### config.mk
export PLATFORM = sky130hd
export DESIGN_NAME = complete_bus_arbiter
export DESIGN_NICKNAME = d
export VERILOG_FILES = /design/src/rtl/complete_bus_arbiter.sv
export SDC_FILE = /design/constraint.sdc
export NUM_CORES = 1
export LEC_CHECK = 0
export ABC_AREA = 1
export BUFFER_PORTS_ARGS = -buffer_cell sky130_fd_sc_hd__buf_2
export CORE_UTILIZATION = 60
export DETAILED_ROUTE_END_ITERATION = 10
export GPL_TIMING_DRIVEN = 1
export PLACE_DENSITY = 0.88
export SKIP_LAST_GASP = 1
export SLEW_MARGIN = 20
export SYNTH_ARGS = -nofsm -noshare
export SYNTH_HDL_FRONTEND = slang
export SYNTH_SLANG_ARGS = --single-unit
### constraint.sdc
create_clock -name clk -period 5.65 [get_ports clk]
set_clock_uncertainty 0.1 [all_clocks]
set_input_delay 1.13 -clock clk [delete_from_list [all_inputs] [get_ports clk]]
set_output_delay 1.13 -clock clk [all_outputs]
set_load 0.1 [all_outputs]
### src/rtl/complete_bus_arbiter.sv
// Result/wakeup bus arbiter: one small FIFO per functional unit, round-robin
// grant of one head per cycle, registered broadcast of tag/value/ROB index.
module complete_bus_arbiter #(
  parameter int DEPTH  = 2,
  parameter int TAG_W  = 6,
  parameter int DATA_W = 32,
  parameter int ROB_W  = 6
) (
  input  logic              clk,
  input  logic              reset,
  input  logic              flush,
  input  logic              fu1_valid,
  input  logic [TAG_W-1:0]  fu1_tag,
  input  logic [DATA_W-1:0] fu1_val,
  input  logic [ROB_W-1:0]  fu1_rob,
  output logic              fu1_accept,
  input  logic              fu2_valid,
  input  logic [TAG_W-1:0]  fu2_tag,
  input  logic [DATA_W-1:0] fu2_val,
  input  logic [ROB_W-1:0]  fu2_rob,
  output logic              fu2_accept,
  input  logic              fu3_valid,
  input  logic [TAG_W-1:0]  fu3_tag,
  input  logic [DATA_W-1:0] fu3_val,
  input  logic [ROB_W-1:0]  fu3_rob,
  output logic              fu3_accept,
  output logic              wb_valid,
  output logic [TAG_W-1:0]  wakeup_tag,
  output logic [DATA_W-1:0] wakeup_val,
  output logic [ROB_W-1:0]  complete_rob,
  output logic [1:0]        wb_src
);

  localparam int PTR_W = $clog2(DEPTH);
  localparam int CNT_W = PTR_W + 1;

  logic [2:0]        in_valid;
  logic [TAG_W-1:0]  in_tag [3];
  logic [DATA_W-1:0] in_val [3];
  logic [ROB_W-1:0]  in_rob [3];

  logic [TAG_W-1:0]  tag_mem [3][DEPTH];
  logic [DATA_W-1:0] val_mem [3][DEPTH];
  logic [ROB_W-1:0]  rob_mem [3][DEPTH];
  logic [PTR_W-1:0]  wr_ptr [3];
  logic [PTR_W-1:0]  rd_ptr [3];
  logic [CNT_W-1:0]  count [3];

  logic [2:0] accept, nonempty, enq, deq;
  logic       grant_hit;
  logic [1:0] grant_idx, cand, last_grant;

  assign in_valid  = {fu3_valid, fu2_valid, fu1_valid};
  assign in_tag[0] = fu1_tag;
  assign in_tag[1] = fu2_tag;
  assign in_tag[2] = fu3_tag;
  assign in_val[0] = fu1_val;
  assign in_val[1] = fu2_val;
  assign in_val[2] = fu3_val;
  assign in_rob[0] = fu1_rob;
  assign in_rob[1] = fu2_rob;
  assign in_rob[2] = fu3_rob;

  // Handshake: a result transfers at the edge iff fuN_valid && fuN_accept;
  // accept comes from the registered count only, so the FU holds data while it is low.
  always_comb begin
    for (int i = 0; i < 3; i++) begin
      accept[i]   = (count[i] != CNT_W'(DEPTH));
      nonempty[i] = (count[i] != '0);
      enq[i]      = in_valid[i] && accept[i];
    end
  end

  assign fu1_accept = accept[0];
  assign fu2_accept = accept[1];
  assign fu3_accept = accept[2];

  // last_grant holds FU number 1..3; as a 0-based index it is exactly the next FU in turn.
  always_comb begin
    grant_hit = 1'b0;
    grant_idx = 2'd0;
    cand      = 2'd0;
    for (int k = 0; k < 3; k++) begin
      cand = 2'((32'(last_grant) + k) % 3);
      if (!grant_hit && nonempty[cand]) begin
        grant_hit = 1'b1;
        grant_idx = cand;
      end
    end
    deq = '0;
    if (grant_hit) deq[grant_idx] = 1'b1;
  end

  always_ff @(posedge clk) begin
    for (int i = 0; i < 3; i++) begin
      if (reset || flush) begin
        wr_ptr[i] <= '0;
        rd_ptr[i] <= '0;
        count[i]  <= '0;
      end else begin
        if (enq[i]) wr_ptr[i] <= wr_ptr[i] + 1'b1;
        if (deq[i]) rd_ptr[i] <= rd_ptr[i] + 1'b1;
        case ({enq[i], deq[i]})
          2'b10:   count[i] <= count[i] + 1'b1;
          2'b01:   count[i] <= count[i] - 1'b1;
          default: count[i] <= count[i];
        endcase
      end
    end
  end

  always_ff @(posedge clk) begin
    for (int i = 0; i < 3; i++) begin
      if (enq[i] && !reset && !flush) begin
        tag_mem[i][wr_ptr[i]] <= in_tag[i];
        val_mem[i][wr_ptr[i]] <= in_val[i];
        rob_mem[i][wr_ptr[i]] <= in_rob[i];
      end
    end
  end

  always_ff @(posedge clk) begin
    if (reset) begin
      wb_valid     <= 1'b0;
      wakeup_tag   <= '0;
      wakeup_val   <= '0;
      complete_rob <= '0;
      wb_src       <= 2'd0;
      last_grant   <= 2'd3;
    end else if (flush || !grant_hit) begin
      wb_valid     <= 1'b0;
      wakeup_tag   <= '0;
      wakeup_val   <= '0;
      complete_rob <= '0;
      wb_src       <= 2'd0;
    end else begin
      wb_valid     <= 1'b1;
      wakeup_tag   <= tag_mem[grant_idx][rd_ptr[grant_idx]];
      wakeup_val   <= val_mem[grant_idx][rd_ptr[grant_idx]];
      complete_rob <= rob_mem[grant_idx][rd_ptr[grant_idx]];
      wb_src       <= grant_idx + 2'd1;
      last_grant   <= grant_idx + 2'd1;
    end
  end

endmodule

Word level (Yosys, flattened, before mapping). Memory sizes are Yosys's and may differ from the RTL's. Cells that the tools add are included.

Register bits after elaboration: 49. Bits in writable memories: 276. Input bits: 138. Output and inout port bits: 50. Word-level logic and storage cells: 207. Memories: 6.

Add/subtract/negate cells: 15. Div/mod/pow operators: 3. $lt $le $gt $ge: 12. Eq/ne operators: 9. Muxes and demuxes: 108. Bitwise operators: 19. Reductions and logical operators: 29.

Memory list: val_mem (depth 3, width 64, read ports 1, clocked after Yosys merged registers in 0, wr ports 3, line 43) `logic [DATA_W-1:0] val_mem [3][DEPTH];`; rob_mem (depth 3, width 12, read ports 1, clocked after Yosys merged registers in 0, wr ports 3, line 44) `logic [ROB_W-1:0] rob_mem [3][DEPTH];`; tag_mem (depth 3, width 12, read ports 1, clocked after Yosys merged registers in 0, wr ports 3, line 42) `logic [TAG_W-1:0] tag_mem [3][DEPTH];`; count (depth 3, width 2, read ports 3, clocked after Yosys merged registers in 0, wr ports 3, line 47) `logic [CNT_W-1:0] count [3];`; rd_ptr (depth 3, width 1, read ports 4, clocked after Yosys merged registers in 0, wr ports 3, line 46) `logic [PTR_W-1:0] rd_ptr [3];`; wr_ptr (depth 3, width 1, read ports 3, clocked after Yosys merged registers in 0, wr ports 3, line 45) `logic [PTR_W-1:0] wr_ptr [3];`.

Operators by type and width (number): $mux 32 (6); $mux 64 (3); $demux 32 s1 (3); $mod 32x2->32 const B (2); $mux 1 (64); $mux 6 (9); $mux 12 (3); $mod 2x2->32 const B (1); $mux 2 (12); $demux 6 s1 (3); $logic_and 1x1->1 (15); $or 1x1->1 (15); $lt 2x3->1 const B (4); $add 2x1->2 const B (4); $ge 2x2->1 const B (4); $not 1->2 (4); $reduce_or 2->1 (4); $add 1x1->1 const B (6); $bmux 1 s2 (3); $eq 2x1->1 const B (3); $eq 2x2->1 const B (3); $lt 2x1->1 const B (3); $ne 2x2->1 const B (3); $reduce_bool 2->1 (3); other kinds (8) (15).

Depth between registers and ports, before layout. Gate-level depths: netlist of the first run.

Depth after elaboration: 22. Mapped depth: 18. Gate-level depth less buffers: 16.

Worst setup path before layout of the first run. OpenSTA, ideal clock, no wires.

Kind: in2reg. From: in reset. To: mem rob_mem[1][0] (netlist bit) (enable). Library setup time: 0.445 ns. Data arrival time: 3.606 ns. Data required time: 5.105 ns. Setup slack: 1.499 ns. Stages on the path: 4. Buffers on the path: 1. Cells stage by stage: nor2_1 -> clkbuf_1 -> nand2_1 -> nor2_1.

RTL lines: from (decl) (line 10) `input logic reset,`; to (decl) (line 44).

==> results summary, run 1 <==
The run finished with clean final reports. The synthesized design contains 325 register bits. The kind of critical path is register to register. After detailed routing, the met3 layer carries 2686 um of wire.

Sorting the synthesized cells by area gives the leading types as edfxtp_1, nand2_1, dfxtp_1. The worst register-to-register path ends at count[1][1]$_DFFE_PP_. In the finished design, the share of the clock period the worst path needs comes to 70.41%. TritonCTS built the clock tree. The sum of negative setup slack came out at 0 ps. The layout overhead on the synthesized area is 16.23%. The number of max-capacitance violations reported came out at 0. The arrival time reported for the critical path endpoint came out at 4100 ps. The most numerous cell type found on the critical path is inv_1. Setup repair after global routing left no endpoint under its margin. After detailed routing, the wire length on met1 is 11500 um.

The count of pins over their slew limit is 0. The number of clock sinks is 325. The post-synthesis area per instance came out at 11.10 um2. The cell row count came out at 53.

The number of design rule violations left after detail routing is 0. The final count of negative-setup-slack endpoints is 0. After detailed routing, the met2 layer carries 16120 um of wire. The count of filler cells inserted in the layout is 1397.

The total detailed-routing wirelength is 31540 um. The global-route wire length before repair came out at 47610 um. Routed signal wires occupy layers up through met5.

The count of routing violations after the opening detailed-route iteration came out at 872. The worst hold-check path type is register to register. The register-to-register path setup slack came out at 1670 ps.

The first-pass detailed-route iteration total is 5. The antenna violation net count after detailed routing is 0. The area enclosed by the die boundary came out at 0.02247 mm2. The number of enable flip-flop cells after synthesis is 276.

Post-CTS repair changed the size of 0 cells. The post-placement cell area is 0.01420 mm2. The post-synthesis async set-or-reset flop share came out at 0%. The share of the core filled with cells in the final layout is 71.88%.

The worst setup path is captured at a register. During I/O placement, the number of pins put on the boundary was 188. Among all flip-flop cells after synthesis, the most frequent one is edfxtp_1.

The overall via count from detail_route is 9267. Port buffering added 187 buffers. Synthesis instantiated 27 different standard cells from the library. The origin of the critical flop-to-flop path is last_grant[0]$_SDFFE_PP1P_. The register area share after synthesis came out at 70.63%. Clock tree synthesis selected as its root buffer the cell clkbuf_16.

The total standard cell area after synthesis came out at 0.01312 mm2. Traced cell by cell, the critical path runs through inv_1, ha_1, inv_1, nand2_1, nand3_1, nand2_1, nand3_1, nand2_2, buf_4, nand2_8, inv_1, nor2_1, inv_2, ha_1, nor2_1, o21ai_0. The launching instance or port of the critical path is last_grant[0]$_SDFFE_PP1P_. The x dimension of the die is 149.9 um. The maximum level of the CTS H-tree is 1.

STA classifies the critical path startpoint as a register. The weighted congestion at the end of routability-driven global placement came out at 0.9394. The maximum clock rate is 0.2514 GHz. The clock input transition at the sequential cells of the worst setup and hold paths is 60 ps.

Counting cells, the worst reg-to-reg path comes to 16. The worst hold-check slack is 445.9 ps. Of all cell types, the one taking the most synthesized area is edfxtp_1. After clock tree synthesis, the flow added hold-fix buffers numbering 0.

The portion of synthesized cell area occupied by the leading cell type is 63.16%. The number of hold-slack violations in the final timing report came out at 0. TritonCTS created 31 clock buffers.

The proportion of layout cells with a drive suffix above 1 came out at 22.75%. In this run the standard cell core region covers 0.02122 mm2. The clock insertion delay at the later pin of the skew report is 550 ps. The slowest stage of the critical path belongs to the cell nand2_8. Headroom to the max-slew limit came out at 29.48%. The last element of the critical path is count[1][1]$_DFFE_PP_.

The cell count after synthesis came out at 1182. When the netlist entered floorplanning its net count stood at 1334. The maximum number of pins on one net before global-route repair is 137. Summed over all layers, the global routing overflow is 0. The overall routing resource usage came out at 28.12%.

Yosys printed 0 warnings. The maximum net fanout on the critical path is 136. The slew of the pin with the lowest slew margin is 1058 ps. The average vias per placed instance came out at 5.586. The number of antenna violations at the first check in global routing came out at 4. Once layout is done, the placed cells without fillers occupy 0.01525 mm2. The die is 149.9 um tall. The total half-perimeter wirelength after legalization and detailed placement is 19010 um. The clock period minus worst slack came out at 3978 ps.

The final-stage net count came out at 1508. The initial core utilization came out at 61.84%. The maximum single-stage delay on the critical path is 590 ps. The final routed wire length divided by cell count came out at 19.01 um. The number of global-route vias before repair is 9077. The required time of the critical path is 5770 ps.

The post-CTS setup buffer count came out at 0. No sink is reached through more buffers than the 3 on the longest clock path.
[stage by stage]
stage,setup slack [ps],instances
after floorplan,1499,1182
after global placement,1787,1597
after detailed placement,1648,1597
after CTS,1761,1654
after global routing,1373,1657
final,1672,1659
[how the worst min path moves through the flow]
stage	depth (start not counted)	from	slack [ps]	endpoint
after floorplan	2	last_grant[0]$_SDFFE_PP1P_	380	last_grant[0]$_SDFFE_PP1P_
after global placement	2	last_grant[0]$_SDFFE_PP1P_	400	last_grant[0]$_SDFFE_PP1P_
after detailed placement	2	last_grant[0]$_SDFFE_PP1P_	430	last_grant[0]$_SDFFE_PP1P_
after CTS	2	last_grant[0]$_SDFFE_PP1P_	450	last_grant[0]$_SDFFE_PP1P_
after global routing	1	count[0][0]$_DFFE_PP_	480	count[0][0]$_DFFE_PP_
final	2	last_grant[0]$_SDFFE_PP1P_	450	last_grant[0]$_SDFFE_PP1P_
[cell usage in the layout (no fill, tap or decap), types with 9 or more instances in the layout]
cell type | netlist | routed
buf_2 | 22 | 187
buf_4 | 11 | 9
clkbuf_16 | 0 | 31
clkinv_2 | 0 | 9
dfxtp_1 | 49 | 49
edfxtp_1 | 276 | 276
ha_1 | 14 | 14
inv_1 | 65 | 65
nand2_1 | 345 | 343
nand3_1 | 95 | 95
nor2_1 | 159 | 152
nor2_4 | 2 | 9
o21ai_1 | 44 | 44
or2_2 | 44 | 44
[logic make-up after synthesis]
logic type	after synthesis	share of synthesized area (%)
flops	325	70.63
simple gates	656	21.08
buf+inv	127	4.615
compound gates	60	2.336
fa+ha+maj	14	1.335
[worst max-delay path: cells and delay by family (launching register included)]
family	cells	cell delay [ps]
AOI/OAI and AO/OA	1	260
adders and majority gates	2	530
buffers and inverters	5	1040
DFF	1	350
and+or+nand+nor	8	1260
[layout make-up]
| cell class | instances | area, um2 | area share [%] |
|---|---|---|---|
| Sequential cell | 325 | 9269 | 60.77 |
| Multi-Input combinational cell | 730 | 3311 | 21.71 |
| Timing Repair Buffer | 198 | 1035 | 6.784 |
| Clock buffer | 38 | 842.1 | 5.521 |
| Tap cell | 275 | 344.1 | 2.256 |
| Inverter | 70 | 262.8 | 1.723 |
| Clock inverter | 19 | 178.9 | 1.173 |
| Antenna cell | 4 | 10.01 | 0.06563 |
[cell usage after synthesis (8+ instances only)]
cell type,instances
buf_2,22
clkbuf_1,14
inv_1,65
or2_2,44
o21ai_0,8
nor2_1,159
nand2_1,345
buf_6,8
o21ai_1,44
edfxtp_1,276
ha_1,14
buf_4,11
nand3_1,95
dfxtp_1,49
[sequential cells by signal (all words and copies together), names as in the netlist, 6 cells and up]
name / count
val_mem: 192
count: 6
complete_rob: 6
tag_mem: 36
wakeup_tag: 6
wakeup_val: 32
rob_mem: 36
[routing by layer]
metal  up-vias  track usage (%)
met5         -                0
met4         4            12.02
met3       106            4.177
met2       525            48.59
met1      4360            35.41
li1       4272                -
Power of run 1 is not shown: default switching activity piles up to over one toggle a cycle in this logic, so the estimate is an artifact.
==> run 2, diff against run 1 <==
- CORE_UTILIZATION: 60 -> 57
- PLACE_DENSITY: 0.88 -> 0.84
- clock period: 5.65 -> 3.8 ns (I/O delays scaled with it)
==> results summary, run 2 (synthesized netlist as in run 1, its figures left out) <==
The worst register-to-register path has a depth of 14. Hold repair after CTS inserted 0 buffers. The remaining global-route overflow came out at 0. The power consumption is 0.01511 W. The final routed wire length divided by cell count came out at 17.73 um. Based on the critical path, the design can be clocked at up to 0.2910 GHz. The count of placed standard cells including taps came out at 1619. The HPWL after detailed placement is 17540 um. The signal on the critical path passes through inv_1, ha_1, inv_1, nand2_1, nand3_1, nand2_1, nor2_4, nand3_1, nand2_4, inv_2, nor3_2, ha_1, nor2_1, o21ai_0.

The clock input transition at the sequential cells of the worst setup and hold paths came out at 60 ps. The maximum net fanout on the critical path is 35. The count of routing violations after the opening detailed-route iteration is 837.

The run finished with clean final reports. Once layout is complete, the cells apart from fillers number 1682. The quantity of I/O buffers inserted on ports is 187. Post-CTS timing repair inserted 0 buffers for setup.

The leakage power is 6.434 nW. The area enclosed by the die boundary came out at 0.02363 mm2. The tightest slew margin relative to the limit is 59.18%. The number of hold-slack violations in the final timing report came out at 0. The worst hold-check slack is 331.9 ps. The first-pass detailed-route iteration total came out at 5. The quantity of gates resized following cts is 0. The number of I/O pins came out at 188. The top cell types in the final layout, fill and taps aside, are nand2_1, edfxtp_1, buf_2.

The number of design rule violations left after detail routing came out at 0. Clock latency on the worst-skew pair, taken at its later pin, is 510 ps. The initial core utilization came out at 57.96%. Leaving out fill and tap cells, the most frequent cell in the layout is nand2_1. The average vias per placed instance is 5.447.

The detail route stage leaves a number of antenna-violating nets equal to 0. The worst hold-check path type is primary input to register. The maximum clock insertion buffer count came out at 3.

The share of the core filled with cells in the final layout is 68.26%. The power density normalized to cell area came out at 977.7 mW/mm2. The flip-flop count of the largest register, all copies and words added came out at 192.

STA classifies the critical path endpoint as a register. Across every metal layer, demand over resource in global routing totals 25.50%. The final count of negative-setup-slack endpoints came out at 0. The cell sitting at the root of the clock tree is a clkbuf_16. The count of pins over their slew limit came out at 0.

Setup repair after global routing left no endpoint under its margin. The total detailed-routing wirelength is 29820 um. The layout has 1556 filler cells. The number of clock sinks came out at 325.

The final worst-path cycle share came out at 90.43%. The cell row count came out at 55. The slew of the pin with the lowest slew margin is 612.3 ps. In this run the standard cell core region covers 0.02264 mm2. The cell count of the worst hold path came out at 1.

The register-to-register path setup slack came out at 360 ps. The global-route wire length before repair came out at 45860 um. The layout overhead on the synthesized area is 17.77%. The number of max-capacitance violations reported is 0.

The startpoint identified for the worst register-to-register timing path is last_grant[0]$_SDFFE_PP1P_. The overall via count from detail_route came out at 9162. The sum of negative setup slack is 0 ps.

In the final design database the tool counted 1522 nets. The kind of critical path is register to register. STA classifies the critical path startpoint as a register. From left edge to right edge, the die measures 153.7 um. The arrival time reported for the critical path endpoint is 3510 ps. The endpoint of the worst hold-timing path is tag_mem[0][6]$_DFFE_PP_. The CTS tree is built.

The maximum single-stage delay on the critical path came out at 370 ps. The slowest stage of the critical path belongs to the cell dfxtp_1. The TritonCTS buffer count is 34. The clock period minus worst slack is 3436 ps. At the end of routability-driven placement, the weighted congestion stood at 0.9036.

The required time of the critical path is 3870 ps. The number of global-route vias before repair is 8985. The number of antenna violations at the first check in global routing came out at 2.

The maximum ir drop on the vdd rail came out at 0.7931 mV. In this run the most critical hold path is launched from fu1_tag[0]. The die is 153.7 um tall. The maximum level of the CTS H-tree is 2.

The post-route netlist has 23.21% of its cells at a drive strength greater than 1. The maximum number of pins on one net before global-route repair is 118. The worst flop-to-flop path endpoint is count[0][1]$_DFFE_PP_.
==> run 2: cell types whose count changed in the layout (fill, tap and decap cells not counted) <==
cell        change
buf_12          +6
buf_4           +6
clkinv_1        +5
clkbuf_16       +3
diode_2         -3
clkbuf_8        -2
buf_6           -1
bufinv_16       -1
clkbuf_1        +1
clkinv_2        -1
clkinv_8        +1
clkinvlp_4      -1
==> run 2: layout make-up <==
type                    instances  area (um2)  share of cell area, %
multi-input cells             730        3311                  21.42
well taps                     285       356.6                  2.307
clock inverters                22       171.4                  1.109
diodes                          1       2.502                0.01619
flip-flops and latches        325        9269                  59.97
clock buffers                  40       893.4                  5.780
inverters                      70       262.8                  1.700
repair buffers                209        1189                  7.691
==> run 2: where the power goes <==
group	leakage (nW)	total (W)	internal (W)	switching, W
Sequential	2.93	0.00428	0.00418	0.0000985
Combinational	2.98	0.00769	0.00222	0.00548
Clock	0.526	0.00314	0.00183	0.00131
Total	6.43	0.0151	0.00822	0.00689
==> run 2: layer usage <==
layer  track usage [%]  wire (um)  up-vias
li1                  -          -     4304
met1             32.86      11800     4305
met2             42.79      14490      474
met3             4.481       2629       77
met4             10.95        885        2
met5                 0         13        -
==> run 2: worst max-delay path, delay by kind of cell (launching register included) <==
kind | cells | cell delay (ps)
adders and majority gates | 2 | 590
and+or+nand+nor | 8 | 1260
AOI/OAI and AO/OA | 1 | 330
DFF | 1 | 370
buffers and inverters | 3 | 430
==> run 2: worst max-delay path by stage <==
stage / slack, ps / end / startpoint / depth (start not counted)
after CTS: 480 / count[0][0]$_DFFE_PP_ / last_grant[0]$_SDFFE_PP1P_ / 14
after global routing: 100 / count[0][0]$_DFFE_PP_ / last_grant[0]$_SDFFE_PP1P_ / 14
after detailed placement: 510 / count[0][1]$_DFFE_PP_ / last_grant[0]$_SDFFE_PP1P_ / 14
final: 360 / count[0][1]$_DFFE_PP_ / last_grant[0]$_SDFFE_PP1P_ / 14
after floorplan: -180 / rob_mem[1][0]$_DFFE_PP_ / count[1][0]$_DFFE_PP_ / 7
after global placement: 830 / count[1][1]$_DFFE_PP_ / last_grant[0]$_SDFFE_PP1P_ / 13
==> run 2: through the flow <==
step | area (um2) | worst slack, ps
6_report | 15450 | 363.6
2_1_floorplan | 13130 | -175.3
5_1_grt | 15450 | 95.52
4_1_cts | 15450 | 481.0
3_3_place_gp | 14390 | 828.7
3_5_place_dp | 14390 | 509.6
(Power assumes the default switching activity.)
==> run 3, diff against run 2 <==
- CORE_ASPECT_RATIO: unset -> 0.8
- CTS_CLUSTER_SIZE: unset -> 24
==> results summary, run 3 (synthesized netlist as in run 1, its figures left out) <==
The flow ran to the end, and the final reports show no timing, DRC or antenna violations. Using the TritonRoute via totals, the vias-per-cell ratio works out to 5.491. Before CTS, the worst setup slack after placement is 743.1 ps. The number of I/O pins came out at 188. The post-layout worst setup margin came out at 635.8 ps. Hold repair after CTS inserted 0 buffers. The count of placed standard cells including taps came out at 1642.

Setup repair after global routing left no endpoint under its margin. The quantity of gates resized following cts came out at 0. Setup violations remaining at the end of the flow were counted as 0. The kind of critical path is register to register. The layout overhead on the synthesized area came out at 18.52%.

The overall routing resource usage is 26.43%. The proportion of layout cells with a drive suffix above 1 came out at 23.39%. Leaving out fill and tap cells, the most frequent cells in the layout are nand2_1, edfxtp_1, buf_2. The count of routing violations after the opening detailed-route iteration is 878. The tool flagged a number of max-cap violations equal to 0. The number of design rule violations left after detail routing is 0.

The clock insertion delay at the later pin of the skew report came out at 550 ps. The arrival time reported for the critical path endpoint is 3510 ps. The count of pins over their slew limit is 0. The initialized floorplan defines 49 standard-cell rows.

The remaining global-route overflow is 0. The root buffer cell chosen for the clock tree is clkbuf_16. The die covers 0.02364 mm2. Post-CTS timing repair inserted 0 buffers for setup.

After legalization and detailed placement, the total HPWL measured 19230 um. The slew of the pin with the lowest slew margin is 715.1 ps. The finished layout holds 1702 standard cells, fillers aside.

The first global-routing pass estimated 46510 um of wire. The TritonCTS buffer count came out at 31. In the final design database the tool counted 1521 nets. The final worst-path cycle share is 83.27%. The overall via count from detail_route is 9346. The worst path in the final design needs a cycle of 3164 ps, including I/O delays and setup. The quantity of I/O buffers inserted on ports came out at 187. The total detailed-routing wirelength came out at 31440 um. Entering global routing, the biggest net connects 136 pins. The maximum clock insertion buffer count is 3. TritonCTS built the clock tree.

The x dimension of the die came out at 171.6 um. The number of global-route vias before repair came to 9003. The required time of the critical path is 4150 ps.

The number of hold-slack violations in the final timing report came out at 0. In this run the vertical extent of the chip is 137.7 um. For this configuration, the core starts out at a cell density of 58.32%. The worst setup path is captured at a register. Headroom to the max-slew limit came out at 52.33%.

The final routed wire length divided by cell count came out at 18.47 um. The clock input transition at the sequential cells of the worst setup and hold paths came out at 70 ps. The weighted congestion at the end of routability-driven global placement is 0.8172. The maximum net fanout on the critical path is 47. In this run the remaining antenna-violating nets after routing total 0. The first-pass detailed-route iteration total is 6. The maximum level of the CTS H-tree is 1.

The worst hold path belongs to the class primary input to register. The number of antenna violations at the first check in global routing is 3. The worst setup path is launched from a register. Leaving out fill and tap cells, the most frequent cell in the layout is nand2_1.

The maximum clock rate is 0.3160 GHz. The number of clock sinks is 325. The total core area came out at 0.02250 mm2.

The register with the most flip-flops in the layout has 192 of them.
run 3: cell types whose count changed in the layout (fill, tap and decap cells not counted):
cell | previous run | this run
clkinv_2 | 8 | 4
clkinvlp_4 | 1 | 0
buf_4 | 15 | 18
buf_12 | 7 | 6
clkbuf_8 | 2 | 5
clkinv_8 | 1 | 0
clkbuf_16 | 34 | 31
clkinv_4 | 0 | 2
inv_6 | 2 | 1
bufinv_16 | 2 | 7
clkinv_1 | 9 | 2
clkbuf_1 | 4 | 7
diode_2 | 1 | 2
run 3: stage by stage:
stage                     cell area (um2)  utilization, %  setup TNS [ps]  hold WS, ps
after floorplan                     13130               -          -30660        380.6
after global placement              14420           64.07               0        401.0
after detailed placement            14420           64.07               0        410.2
after CTS                           15550           69.10               0        271.4
after global routing                15550           69.11               0        278.8
final                               15550           69.12               0        287.9
run 3: worst paths after layout:
check | start | to | slack [ps] | cells after the start
min | fu1_val[25] | val_mem[0][25]$_DFFE_PP_ | 290 | 1
max | last_grant[0]$_SDFFE_PP1P_ | wakeup_val[28]$_SDFF_PP0_ | 640 | 16
max reg2reg | last_grant[0]$_SDFFE_PP1P_ | wakeup_val[28]$_SDFF_PP0_ | 640 | 16
min reg2reg | last_grant[0]$_SDFFE_PP1P_ | last_grant[0]$_SDFFE_PP1P_ | 430 | 2
run 3: layout make-up:
type | count | area, um2
antenna | 2 | 5.005
tap | 306 | 382.9
timing repair buffer | 211 | 1191
fill | 1576 | 6948
sequential | 325 | 9269
multi-input combinational | 730 | 3311
clock inverter | 15 | 260.3
clock buffer | 43 | 870.8
inverter | 70 | 262.8
run 3: metal layers:
layer	GRT usage (%)	part of all wire, %	up-vias
met5	0	0.038	-
met4	11.61	3.5	2
met3	4.740	8.8	95
met2	44.26	49	519
met1	33.97	39	4437
li1	-	-	4293
run 3: worst max-delay path, stage by stage, from the launching register on:
cell and delay [ps]:
dfxtp_1 350, inv_1 70, ha_1 360, inv_1 140, nand2_1 60, nand3_1 70
nand2_1 130, nor2_4 160, nand3_1 130, nand2_4 150, buf_4 430, buf_4 410
nand3_1 160, nand2_1 110, nand2_1 60, nand2_1 80, nor2_1 50
Power of run 3 is left out for the same reason.
